===== src/rtl/regfile_wb_arbiter_if.sv =====
// Writeback request bundle for the two sources that share the register file write port.
// Port 0 is the ALU, port 1 is the LSU/multi-cycle unit. The master side drives the
// requests, and the arbiter (slave side) returns a combinational ready for each port.
interface regfile_wb_arbiter_if #(
  parameter int DATA_WIDTH = 32
);
  logic                  req0_valid;
  logic [4:0]            req0_addr;
  logic [DATA_WIDTH-1:0] req0_data;
  logic                  req0_ready;
  logic                  req1_valid;
  logic [4:0]            req1_addr;
  logic [DATA_WIDTH-1:0] req1_data;
  logic                  req1_ready;

  modport master (
    output req0_valid, req0_addr, req0_data,
    output req1_valid, req1_addr, req1_data,
    input  req0_ready, req1_ready
  );

  modport slave (
    input  req0_valid, req0_addr, req0_data,
    input  req1_valid, req1_addr, req1_data,
    output req0_ready, req1_ready
  );
endinterface


===== src/rtl/regfile_wb_arbiter.sv =====
// regfile_wb_arbiter: round-robin arbiter for the single register file write port,
// with a 32-entry busy scoreboard. A register is reserved at issue and cleared at the
// edge where the register file takes its data.
// Optional feature macro: REGFILE_WB_ARBITER_BYPASS_EN adds forwarding outputs per query
// port. While forwarding is valid, the busy query reads 0.
module regfile_wb_arbiter #(
  parameter int DATA_WIDTH = 32,
  parameter int PRIO_RESET = 0
) (
  input  logic                  clk,
  input  logic                  rst_n,
  regfile_wb_arbiter_if.slave   wb,
  input  logic                  rsv_valid,
  input  logic [4:0]            rsv_addr,
  input  logic [4:0]            qa_addr,
  input  logic [4:0]            qb_addr,
  output logic                  qa_busy,
  output logic                  qb_busy,
  output logic                  rf_we,
  output logic [4:0]            rf_addr,
  output logic [DATA_WIDTH-1:0] rf_wdata,
`ifdef REGFILE_WB_ARBITER_BYPASS_EN
  output logic                  qa_fwd_valid,
  output logic                  qb_fwd_valid,
  output logic [DATA_WIDTH-1:0] qa_fwd_data,
  output logic [DATA_WIDTH-1:0] qb_fwd_data,
`endif
  output logic                  err_waw
);

  // rr_last = 1 means port 1 was granted most recently, so port 0 wins the next tie
  logic                  rr_last;
  logic                  gnt0_p0;
  logic                  gnt1_p0;
  logic                  we_p1;
  logic [4:0]            addr_p1;
  logic [DATA_WIDTH-1:0] wdata_p1;
  logic [31:0]           busy_q;
  logic [31:0]           busy_d;
  logic                  waw_hit;
  logic                  err_q;

  // Stage p0: grant decision, combinational from the valids and round-robin pointer
  always_comb begin
    gnt0_p0 = wb.req0_valid && (!wb.req1_valid || rr_last);
    gnt1_p0 = wb.req1_valid && (!wb.req0_valid || !rr_last);
  end

  assign wb.req0_ready = gnt0_p0;
  assign wb.req1_ready = gnt1_p0;

  // Round-robin pointer follows every grant; reset value lets PRIO_RESET win first
  always_ff @(posedge clk or negedge rst_n) begin
    if (!rst_n) begin
      rr_last <= (PRIO_RESET == 0) ? 1'b1 : 1'b0;
    end else if (gnt0_p0 || gnt1_p0) begin
      rr_last <= gnt1_p0;
    end
  end

  // Stage p1: registered write port; x0 writes are accepted but never asserted
  always_ff @(posedge clk or negedge rst_n) begin
    if (!rst_n) begin
      we_p1    <= 1'b0;
      addr_p1  <= 5'd0;
      wdata_p1 <= '0;
    end else if (gnt0_p0) begin
      we_p1    <= (wb.req0_addr != 5'd0);
      addr_p1  <= wb.req0_addr;
      wdata_p1 <= wb.req0_data;
    end else if (gnt1_p0) begin
      we_p1    <= (wb.req1_addr != 5'd0);
      addr_p1  <= wb.req1_addr;
      wdata_p1 <= wb.req1_data;
    end else begin
      we_p1    <= 1'b0;
    end
  end

  assign rf_we    = we_p1;
  assign rf_addr  = addr_p1;
  assign rf_wdata = wdata_p1;

  // Scoreboard next state: clear on the write edge, then reserve so reserve wins a tie.
  // A reserve landing on the very edge its old write retires is not a WAW.
  always_comb begin
    busy_d = busy_q;
    if (we_p1) begin
      busy_d[addr_p1] = 1'b0;
    end
    if (rsv_valid && (rsv_addr != 5'd0)) begin
      busy_d[rsv_addr] = 1'b1;
    end
    busy_d[0] = 1'b0;
    waw_hit = rsv_valid && (rsv_addr != 5'd0) && busy_q[rsv_addr] &&
              !(we_p1 && (addr_p1 == rsv_addr));
  end

  // Scoreboard register and sticky WAW flag
  always_ff @(posedge clk or negedge rst_n) begin
    if (!rst_n) begin
      busy_q <= '0;
      err_q  <= 1'b0;
    end else begin
      busy_q <= busy_d;
      if (waw_hit) begin
        err_q <= 1'b1;
      end
    end
  end

  assign err_waw = err_q;

`ifdef REGFILE_WB_ARBITER_BYPASS_EN
  // Forwarding from the write port masks busy one cycle before the scoreboard clears
  always_comb begin
    qa_fwd_valid = we_p1 && (addr_p1 == qa_addr) && (qa_addr != 5'd0);
    qb_fwd_valid = we_p1 && (addr_p1 == qb_addr) && (qb_addr != 5'd0);
    qa_fwd_data  = wdata_p1;
    qb_fwd_data  = wdata_p1;
    qa_busy      = busy_q[qa_addr] && !qa_fwd_valid;
    qb_busy      = busy_q[qb_addr] && !qb_fwd_valid;
  end
`else
  // Busy query straight from the scoreboard
  always_comb begin
    qa_busy = busy_q[qa_addr];
    qb_busy = busy_q[qb_addr];
  end
`endif

endmodule

===== src/flat_wrapper.sv =====
// flat-port wrapper written by rule: the top's interface ports become plain ports
module regfile_wb_arbiter_flat 
#(
  parameter int DATA_WIDTH = 32,
  parameter int PRIO_RESET = 0
)
  (clk, rst_n, rsv_valid, rsv_addr, qa_addr, qb_addr, qa_busy, qb_busy, rf_we, rf_addr, rf_wdata, err_waw, wb_req0_valid, wb_req0_addr, wb_req0_data, wb_req1_valid, wb_req1_addr, wb_req1_data, wb_req0_ready, wb_req1_ready);
  regfile_wb_arbiter_if #(.DATA_WIDTH(DATA_WIDTH)) wb_i ();
  input  logic clk;
  input  logic rst_n;
  input  logic rsv_valid;
  input  logic [4:0] rsv_addr;
  input  logic [4:0] qa_addr;
  input  logic [4:0] qb_addr;
  output logic qa_busy;
  output logic qb_busy;
  output logic rf_we;
  output logic [4:0] rf_addr;
  output logic [DATA_WIDTH-1:0] rf_wdata;
  output logic err_waw;
  input wire logic [$bits(wb_i.req0_valid)-1:0] wb_req0_valid;
  input wire logic [$bits(wb_i.req0_addr)-1:0] wb_req0_addr;
  input wire logic [$bits(wb_i.req0_data)-1:0] wb_req0_data;
  input wire logic [$bits(wb_i.req1_valid)-1:0] wb_req1_valid;
  input wire logic [$bits(wb_i.req1_addr)-1:0] wb_req1_addr;
  input wire logic [$bits(wb_i.req1_data)-1:0] wb_req1_data;
  output wire logic [$bits(wb_i.req0_ready)-1:0] wb_req0_ready;
  output wire logic [$bits(wb_i.req1_ready)-1:0] wb_req1_ready;
  assign wb_i.req0_valid = wb_req0_valid;
  assign wb_i.req0_addr = wb_req0_addr;
  assign wb_i.req0_data = wb_req0_data;
  assign wb_i.req1_valid = wb_req1_valid;
  assign wb_i.req1_addr = wb_req1_addr;
  assign wb_i.req1_data = wb_req1_data;
  assign wb_req0_ready = wb_i.req0_ready;
  assign wb_req1_ready = wb_i.req1_ready;
  regfile_wb_arbiter #(.DATA_WIDTH(DATA_WIDTH), .PRIO_RESET(PRIO_RESET)) u_core (.clk(clk), .rst_n(rst_n), .wb(wb_i), .rsv_valid(rsv_valid), .rsv_addr(rsv_addr), .qa_addr(qa_addr), .qb_addr(qb_addr), .qa_busy(qa_busy), .qb_busy(qb_busy), .rf_we(rf_we), .rf_addr(rf_addr), .rf_wdata(rf_wdata), .err_waw(err_waw));
endmodule

===== config.mk =====
export PLATFORM = sky130hd
export DESIGN_NAME = regfile_wb_arbiter_flat
export DESIGN_NICKNAME = d
export VERILOG_FILES = /design/src/rtl/regfile_wb_arbiter_if.sv /design/src/rtl/regfile_wb_arbiter.sv /design/src/flat_wrapper.sv
export SDC_FILE = /design/constraint.sdc
export NUM_CORES = 1
export LEC_CHECK = 0
export ABC_AREA = 1
export CAP_MARGIN = 20
export CORE_ASPECT_RATIO = 1.25
export CORE_UTILIZATION = 42
export CTS_CLUSTER_SIZE = 14
export DETAILED_ROUTE_END_ITERATION = 10
export GPL_ROUTABILITY_DRIVEN = 0
export MAX_ROUTING_LAYER = met4
export PLACE_DENSITY = 0.77
export SKIP_LAST_GASP = 1
export SLEW_MARGIN = 20
export SYNTH_ARGS = -nofsm -noshare
export SYNTH_HDL_FRONTEND = slang
export SYNTH_SLANG_ARGS = --single-unit

===== constraint.sdc =====
create_clock -name clk -period 1.1 [get_ports clk]
set_input_delay 0.11 -clock clk [delete_from_list [all_inputs] [get_ports clk]]
set_output_delay 0.11 -clock clk [all_outputs]
set_load 0.1 [all_outputs]

==> results of run 1 <==
## stage by stage
step	instances	instance area [sq um]	utilization, %	hold WS (ns)	TNS, ns
floorplan	601	4450	-	-0.186	-6.87
global placement	906	6770	70.5	0.168	-29.50
detailed placement	906	6770	70.5	0.178	-32.68
CTS	951	7870	81.9	0.360	-17.46
## cell families after synthesis
family	count (synthesis)	synth area share, %
buffers and inverters	64	7.28
xor gates and xnor gates	2	0.421
DFF	71	42.7
AOI/OAI and AO/OA	147	18.4
and+or+nand+nor	317	31.2
## metal layers
layer | GRT overflow | track usage (%)
met1 | 0 | 63.0
met2 | 5 | 87.7
met3 | 0 | 39.2
met4 | 9 | 67.2
met5 | - | -
## what timing repair did
action / 4_1_cts
hold buffers: 1
buffers inserted: 20
gates cloned: 8
endpoints found under the setup margin: 81
endpoints found under the hold margin: 70
gates resized for setup: 130
pin swaps: 50
==> flow_summary.json, run 1 <==
{
  "status": "stopped before the end",
  "lastStage": "global routing",
  "stop_error": "[ERROR GRT-0232] Routing congestion too high. Check the congestion heatmap in the GUI.",
  "synth-main-ff-cell": "dfrtp_1",
  "port_buffers": 136,
  "syn-num-nets": 695,
  "synth_top_area_share_pct": 42.1,
  "dpl.hpwl_mm": 11.5,
  "die_h_um": 113,
  "ys_seq_elements": 71,
  "clock_path_buffers": 2,
  "grt_usage_pct": 65.6,
  "seq_area_frac_synth_pct": 42.7,
  "yosysTopAreaCell": "dfrtp_1",
  "crit_endpoint": "qb_busy",
  "pre_cts_slack_ns": -0.614,
  "ys_types": 24,
  "die_w_um": 91.0,
  "cts_buffers": 9,
  "synth_most_common_cell": "nand2_1",
  "synth-async-reset-ratio_pct": 100,
  "endpoint_type": "primary output",
  "antenna_found_initial": 1,
  "grt_start_max_net_pins": 72,
  "synth_cells": 601,
  "yosysWarnings": 0,
  "netlist_top_cells_count": "nand2_1, o21ai_0, dfrtp_1, nand3_1, nor2_1",
  "gr-total-overflow": 14,
  "netlist_area_sq_mm": 0.00416,
  "htreeDepth": 3,
  "rows": 40,
  "clock-sinks": 71,
  "syn_area_per_cell_sq_um": 6.92,
  "ios": 137,
  "clockRootBuffer": "clkbuf_16",
  "synthTopCellsByArea": "dfrtp_1, nand2_1, o21ai_0",
  "start_util_pct": 43.3,
  "synth_edf_count": 0
}
==> run 2: changes to the inputs <==
--- a/config.mk
+++ b/config.mk
@@ -7,13 +7,10 @@
 export LEC_CHECK = 0
 export ABC_AREA = 1
 export CAP_MARGIN = 20
-export CORE_ASPECT_RATIO = 1.25
-export CORE_UTILIZATION = 42
-export CTS_CLUSTER_SIZE = 14
+export CORE_UTILIZATION = 29
 export DETAILED_ROUTE_END_ITERATION = 10
 export GPL_ROUTABILITY_DRIVEN = 0
-export MAX_ROUTING_LAYER = met4
-export PLACE_DENSITY = 0.77
+export PLACE_DENSITY_LB_ADDON = 0.15
 export SKIP_LAST_GASP = 1
 export SLEW_MARGIN = 20
 export SYNTH_ARGS = -nofsm -noshare
==> constraint.sdc (replaced) <==
create_clock -name clk -period 1.43 [get_ports clk]
set_input_delay 0.143 -clock clk [delete_from_list [all_inputs] [get_ports clk]]
set_output_delay 0.143 -clock clk [all_outputs]
set_load 0.1 [all_outputs]
==> run 2 against run 1 <==
Effect of this change:
- area after synthesis unchanged
- the flow now finishes, with violations (setup timing)
- synthesized cell count unchanged
==> flow_summary.json, run 2 <==
{
  "cp_data_required_time_ns": 1.29,
  "ys_seq_elements": 71,
  "synth-async-reset-ratio_pct": 100,
  "hold_viol_final": 0,
  "power_frac_comb_pct": 48.6,
  "die_h_um": 122,
  "setup_viol": 8,
  "dpl.hpwl_mm": 11.0,
  "largest_reg_flops": 32,
  "crit_buf_inv": 1,
  "finalClockSkew_ns": 0.00545,
  "synthAdderAreaFrac_pct": 0,
  "viasPerCell": 5.10,
  "gr-total-overflow": 0,
  "antenna_left": 0,
  "die_area_sq_mm": 0.0148,
  "synthMuxAreaShare_pct": 0,
  "postLayoutSetupSlackWorst_ns": -0.214,
  "yosysWarnings": 0,
  "crit_fanout": 3,
  "clkTransAtPathRegs_ns": 0.06,
  "cpLargestDelayFamily": "simple AND/OR/NAND/NOR gates",
  "p_per_area_mw_per_mm2": 1480,
  "finalNonFillerCells": 971,
  "rsz0062_at_grt": "true",
  "clockRootBuffer": "clkbuf_16",
  "synth_cells": 601,
  "cap_violations": 0,
  "rows": 43,
  "internal_power_mw": 5.99,
  "drive_gt1_share_pct": 23.5,
  "netlist_area_sq_mm": 0.00416,
  "worstReg2RegEnd": "u_core.rf_wdata[13]$_DFFE_PN0P_",
  "critical_path_class": "reg -> out",
  "status": "finished, violations left",
  "worstPathCellList": "nand2_1 > nand3_1 > nand3_1 > nand2_1 > nand2_1 > nand2_1 > nand2_1 > nand2_2 > buf_12",
  "worstSkewPairLatency_ns": 0.33,
  "fin_crit_ns": 1.64,
  "drc_errors": 0,
  "netlist_top_cells_count": "nand2_1, o21ai_0, dfrtp_1, nand3_1, nor2_1",
  "power_leakage_nw": 3.25,
  "ys_types": 24,
  "drt_wl_total_mm": 16.3,
  "synth_top_area_share_pct": 42.1,
  "final_area_sq_mm": 0.00719,
  "ir_drop_uv": 695,
  "mostFrequentLayoutCell": "nand2_1",
  "p_clk_share_pct": 18.5,
  "syn-num-nets": 695,
  "port_buffers": 136,
  "nNetsFinal": 880,
  "min_path_type": "in -> async",
  "swShare_pct": 43.9,
  "grt_pass1_vias": 4860,
  "r2r_start": "u_core.rr_last$_DFFE_PN1P_",
  "syn_area_per_cell_sq_um": 6.92,
  "htreeDepth": 3,
  "num_vias": 4951,
  "synth_top_family_by_area": "simple AND/OR/NAND/NOR gates",
  "synth-simple-area-share_pct": 31.2,
  "ios": 137,
  "wl_per_cell_um": 16.8,
  "slew_headroom_pct": 73.4,
  "clock_path_buffers": 2,
  "yosys.area_share.xor_xnor_pct": 0.421,
  "tightestPinTransition_ns": 0.399,
  "yosysTopAreaCell": "dfrtp_1",
  "drv_slew": 0,
  "start_util_pct": 29.9,
  "dpl.cell_count": 922,
  "critPathLaunchType": "flip-flop",
  "first_iter_violations": 300,
  "min_period_over_period_pct": 115,
  "cpPeakStageDelay_ns": 0.43,
  "synth_edf_count": 0,
  "antenna_found_initial": 0,
  "grt_pass1_wl_mm": 24.2,
  "r2r_cells": 7,
  "seq_area_frac_synth_pct": 42.7,
  "violations": "setup timing",
  "area_growth_pct": 72.8,
  "core_sq_mm": 0.0139,
  "p_switching_mw": 4.68,
  "tritoncts": "built",
  "most-common-layout-cells": "nand2_1, clkdlybuf4s50_1, o21ai_0",
  "synthTopCellsByArea": "dfrtp_1, nand2_1, o21ai_0",
  "synth-main-ff-cell": "dfrtp_1",
  "power.share.sequential_pct": 32.9,
  "crit_slowest_cell": "dfrtp_1",
  "grt_start_max_net_pins": 72,
  "cp_common_cell": "nand2_1",
  "clock-sinks": 71,
  "placed_area_sq_mm": 0.00633,
  "antennaDiodeCount": 0,
  "r2r_slack_ns": -0.01,
  "grt_usage_pct": 21.1,
  "die_w_um": 122,
  "synth_most_common_cell": "nand2_1",
  "synth_compound_area_share_pct": 18.4,
  "max_clock_freq_ghz": 0.608,
  "cts_buffers": 9,
  "first_pass_iters": 5,
  "fin_setup_tns_ns": -0.466,
  "critical_path.endpoint_type": "output port",
  "cp.arrival_ns": 1.50
}
run 2: cell counts after synthesis:
No cell type changed its count.
run 2: how the worst max path moves through the flow:
stage / start / to / slack (ns) / cells past startpoint
3_5_place_dp: qb_addr[0] / qb_busy / -0.29 / 11
3_3_place_gp: qb_addr[0] / qb_busy / -0.27 / 11
5_1_grt: u_core.busy_q[7]$_DFF_PN0_ / qa_busy / -0.30 / 7
6_report: u_core.busy_q[12]$_DFF_PN0_ / qa_busy / -0.21 / 9
2_1_floorplan: u_core.rr_last$_DFFE_PN1P_ / u_core.rf_we$_DFF_PN0_ / 0.009 / 5
4_1_cts: u_core.busy_q[16]$_DFF_PN0_ / qb_busy / -0.21 / 9
run 2: per-stage QoR:
step | util (%) | hold slack (ns) | power (mW) | setup slack [ns]
detailed placement | 45.5 | 0.205 | 7.96 | -0.285
global placement | 45.5 | 0.205 | 7.89 | -0.270
finish | 51.6 | 0.371 | 10.7 | -0.214
global route | 51.6 | 0.401 | 11.3 | -0.298
floorplan | - | -0.153 | 5.91 | 0.00938
CTS | 48.4 | 0.379 | 10.2 | -0.206
run 2: per-layer routing:
layer | wire length, um | vias up | part of all wire (%) | GRT usage (%)
met5 | 0 | - | 0 | 0
met4 | 352 | 0 | 2.2 | 9.18
met3 | 1850 | 34 | 11 | 9.08
met2 | 7550 | 217 | 46 | 33.7
met1 | 6530 | 2342 | 40 | 24.7
li1 | - | 2358 | - | -
run 2: what timing repair did:
item,4_1_cts,5_1_grt
hold buffers,1,0
gates cloned,1,9
endpoints found under the setup margin,4,48
pin swaps,11,21
buffers inserted,12,11
resized for setup,13,79
endpoints found under the hold margin,70,0
run 2: power by group through the flow:
stage	logic [mW]	registers (mW)	clock network, mW
after floorplan	1.54	4.37	0
after global placement	4.39	3.50	0
after detailed placement	4.46	3.50	0
after CTS	4.71	3.44	2.03
after global routing	5.59	3.57	2.09
final	5.19	3.51	1.98
run 2: kinds of logic after synthesis:
| group | after synthesis |
|---|---|
| xor+xnor | 2 |
| simple gates | 317 |
| compound gates | 147 |
| buf+inv | 64 |
| flops | 71 |
run 2: cell type report:
cell class	count	area [sq um]
well taps	180	225
clock buffers	11	233
multi-input cells	466	2240
flip-flops and latches	71	1800
inverters	39	169
repair buffers	199	2500
clock inverters	5	25.0
fillers	1312	6740
run 2: worst register-to-register path, cell delays in order, from the launching register on:
cell       delay, ns
dfstp_2         0.57
o21ai_4         0.07
buf_6           0.14
nand2_8         0.15
clkinv_8        0.10
clkbuf_16       0.19
nand2_2         0.07
o21ai_2         0.05
No activity file was read; power rests on OpenSTA's default activity.
==> run 3: changes to the inputs <==
==> constraint.sdc (replaced) <==
create_clock -name clk -period 2.1 [get_ports clk]
set_input_delay 0.21 -clock clk [delete_from_list [all_inputs] [get_ports clk]]
set_output_delay 0.21 -clock clk [all_outputs]
set_load 0.1 [all_outputs]
==> run 3 against run 2 <==
Effect of this change:
- the flow now finishes without violations
- combinational power decreased by 49%
- worst hold slack improved by 0.089 ns
- via count decreased by 5.7%
- total power decreased by 41%
- sequential cell count unchanged
- die area unchanged
- global-route usage decreased by 0.78 points
- non-clock buffer count decreased by 48
- register-to-register slack improved by 0.57 ns
- utilization decreased by 9.2 points
- highest routed layer unchanged
==> flow_summary.json, run 3 (synthesis results as in run 2) <==
{
  "antenna_found_initial": 0,
  "worstPathCellList": "o21ai_2 > inv_1 > buf_4 > buf_12",
  "largest_reg_flops": 32,
  "hold_viol_final": 0,
  "power_frac_comb_pct": 41.8,
  "drv_slew": 0,
  "cap_violations": 0,
  "antennaDiodeCount": 0,
  "mostFrequentLayoutCell": "nand2_1",
  "final_area_sq_mm": 0.00591,
  "drt_wl_total_mm": 14.3,
  "die_w_um": 122,
  "cp.arrival_ns": 1.79,
  "cp_data_required_time_ns": 1.89,
  "clock_path_buffers": 2,
  "tritoncts": "built",
  "min_period_over_period_pct": 95.1,
  "setup_viol": 0,
  "slew_headroom_pct": 70.4,
  "p_switching_mw": 2.93,
  "grt_pass1_wl_mm": 23.3,
  "power_leakage_nw": 2.69,
  "first_iter_violations": 305,
  "port_buffers": 136,
  "internal_power_mw": 3.39,
  "fin_crit_ns": 2.00,
  "num_vias": 4670,
  "pre_cts_slack_ns": 0.224,
  "finalClockSkew_ns": 0.00641,
  "cpPeakStageDelay_ns": 0.55,
  "fin_setup_tns_ns": 0,
  "crit_fanout": 23,
  "min_path_type": "in -> async",
  "placed_area_sq_mm": 0.00565,
  "p_clk_share_pct": 21.1,
  "postCtsSetupBuffers": 0,
  "drive_gt1_share_pct": 10.7,
  "postLayoutSetupSlackWorst_ns": 0.104,
  "max_clock_freq_ghz": 0.501,
  "critical_path_class": "reg -> out",
  "rows": 43,
  "die_area_sq_mm": 0.0148,
  "worstSkewPairLatency_ns": 0.33,
  "power.share.sequential_pct": 37.0,
  "crit_slowest_cell": "dfstp_2",
  "die_h_um": 122,
  "clockRootBuffer": "clkbuf_16",
  "drc_errors": 0,
  "status": "finished clean",
  "antenna_left": 0,
  "cts_buffers": 9,
  "most-common-layout-cells": "nand2_1, o21ai_0, clkdlybuf4s50_1",
  "critPathLaunchType": "flip-flop",
  "swShare_pct": 46.4,
  "grt_start_max_net_pins": 72,
  "p_per_area_mw_per_mm2": 1070,
  "hold_ws_ns": 0.461,
  "ir_drop_uv": 420,
  "nNetsFinal": 832,
  "gr-total-overflow": 0,
  "core_sq_mm": 0.0139,
  "start_util_pct": 29.9,
  "grt_pass1_vias": 4631,
  "area_growth_pct": 42.0,
  "grt_usage_pct": 20.4,
  "first_pass_iters": 5,
  "ios": 137,
  "viasPerCell": 5.07,
  "tightestPinTransition_ns": 0.442,
  "clkTransAtPathRegs_ns": 0.06,
  "clock-sinks": 71,
  "dpl.hpwl_mm": 10.6,
  "wl_per_cell_um": 15.5,
  "critical_path.endpoint_type": "output port",
  "rsz0062_at_grt": "false",
  "htreeDepth": 3
}
run 3: changes by cell type in the layout (fill, tap and decap cells not counted), sizes merged:
cell,previous run,this run
bufbuf,1,0
buf,100,58
dlygate4sd2,2,0
clkbuf,16,12
clkdlybuf4s50,90,92
clkinv,6,2
inv,38,39
run 3: through the flow:
step | util [%] | cells | total power, mW
2_1_floorplan | - | 601 | 4.02
3_3_place_gp | 40.5 | 906 | 4.95
3_5_place_dp | 40.5 | 906 | 4.97
4_1_cts | 42.4 | 921 | 6.33
5_1_grt | 42.4 | 921 | 6.71
6_report | 42.4 | 921 | 6.32
run 3: area by class of cell:
class / instances / area, sq um
Clock buffer: 12 / 236
Clock inverter: 2 / 10.0
Inverter: 39 / 151
Multi-Input combinational cell: 466 / 2080
Timing Repair Buffer: 151 / 1430
Sequential cell: 71 / 1780
Tap cell: 180 / 225
Fill cell: 1428 / 8030
run 3: repair_timing:
item                                   in CTS  in global routing
gates resized for setup                     0                  0
endpoints found under the hold margin      70                  0
hold buffers                                1                  0
run 3: layer usage:
metal	vias to the layer above	routed length (um)	track usage, %
met4	0	314	9.03
met5	-	0	0
li1	2260	-	-
met1	2132	5900	25.0
met2	249	6460	32.3
met3	29	1580	6.79
run 3: critical path, delay by kind of cell, from the launching register on:
family                 cells  cell delay [ns]
DFF                        1             0.55
AOI/OAI and AO/OA          1             0.10
buffers and inverters      3             0.80
run 3: final timing paths:
check	startpoint	to	slack, ns	cells after the start
setup reg to reg	u_core.rr_last$_DFFE_PN1P_	u_core.rf_wdata[29]$_DFFE_PN0P_	0.56	5
setup / recovery	u_core.rr_last$_DFFE_PN1P_	wb_req0_ready	0.10	4
max in group asynchronous	rst_n	u_core.rr_last$_DFFE_PN1P_	1.30	3
hold reg to reg	u_core.err_waw$_DFFE_PN0P_	u_core.err_waw$_DFFE_PN0P_	0.48	2
hold / removal	rst_n	u_core.rf_wdata[10]$_DFFE_PN0P_	0.46	3
min in group clk	wb_req1_data[14]	u_core.rf_wdata[14]$_DFFE_PN0P_	0.48	3
run 3: power groups by stage:
stage	registers [mW]	logic, mW	clock network [mW]
2_1_floorplan	2.97	1.04	0
3_3_place_gp	2.34	2.61	0
3_5_place_dp	2.33	2.64	0
4_1_cts	2.31	2.65	1.36
5_1_grt	2.39	2.89	1.43
6_report	2.34	2.64	1.34
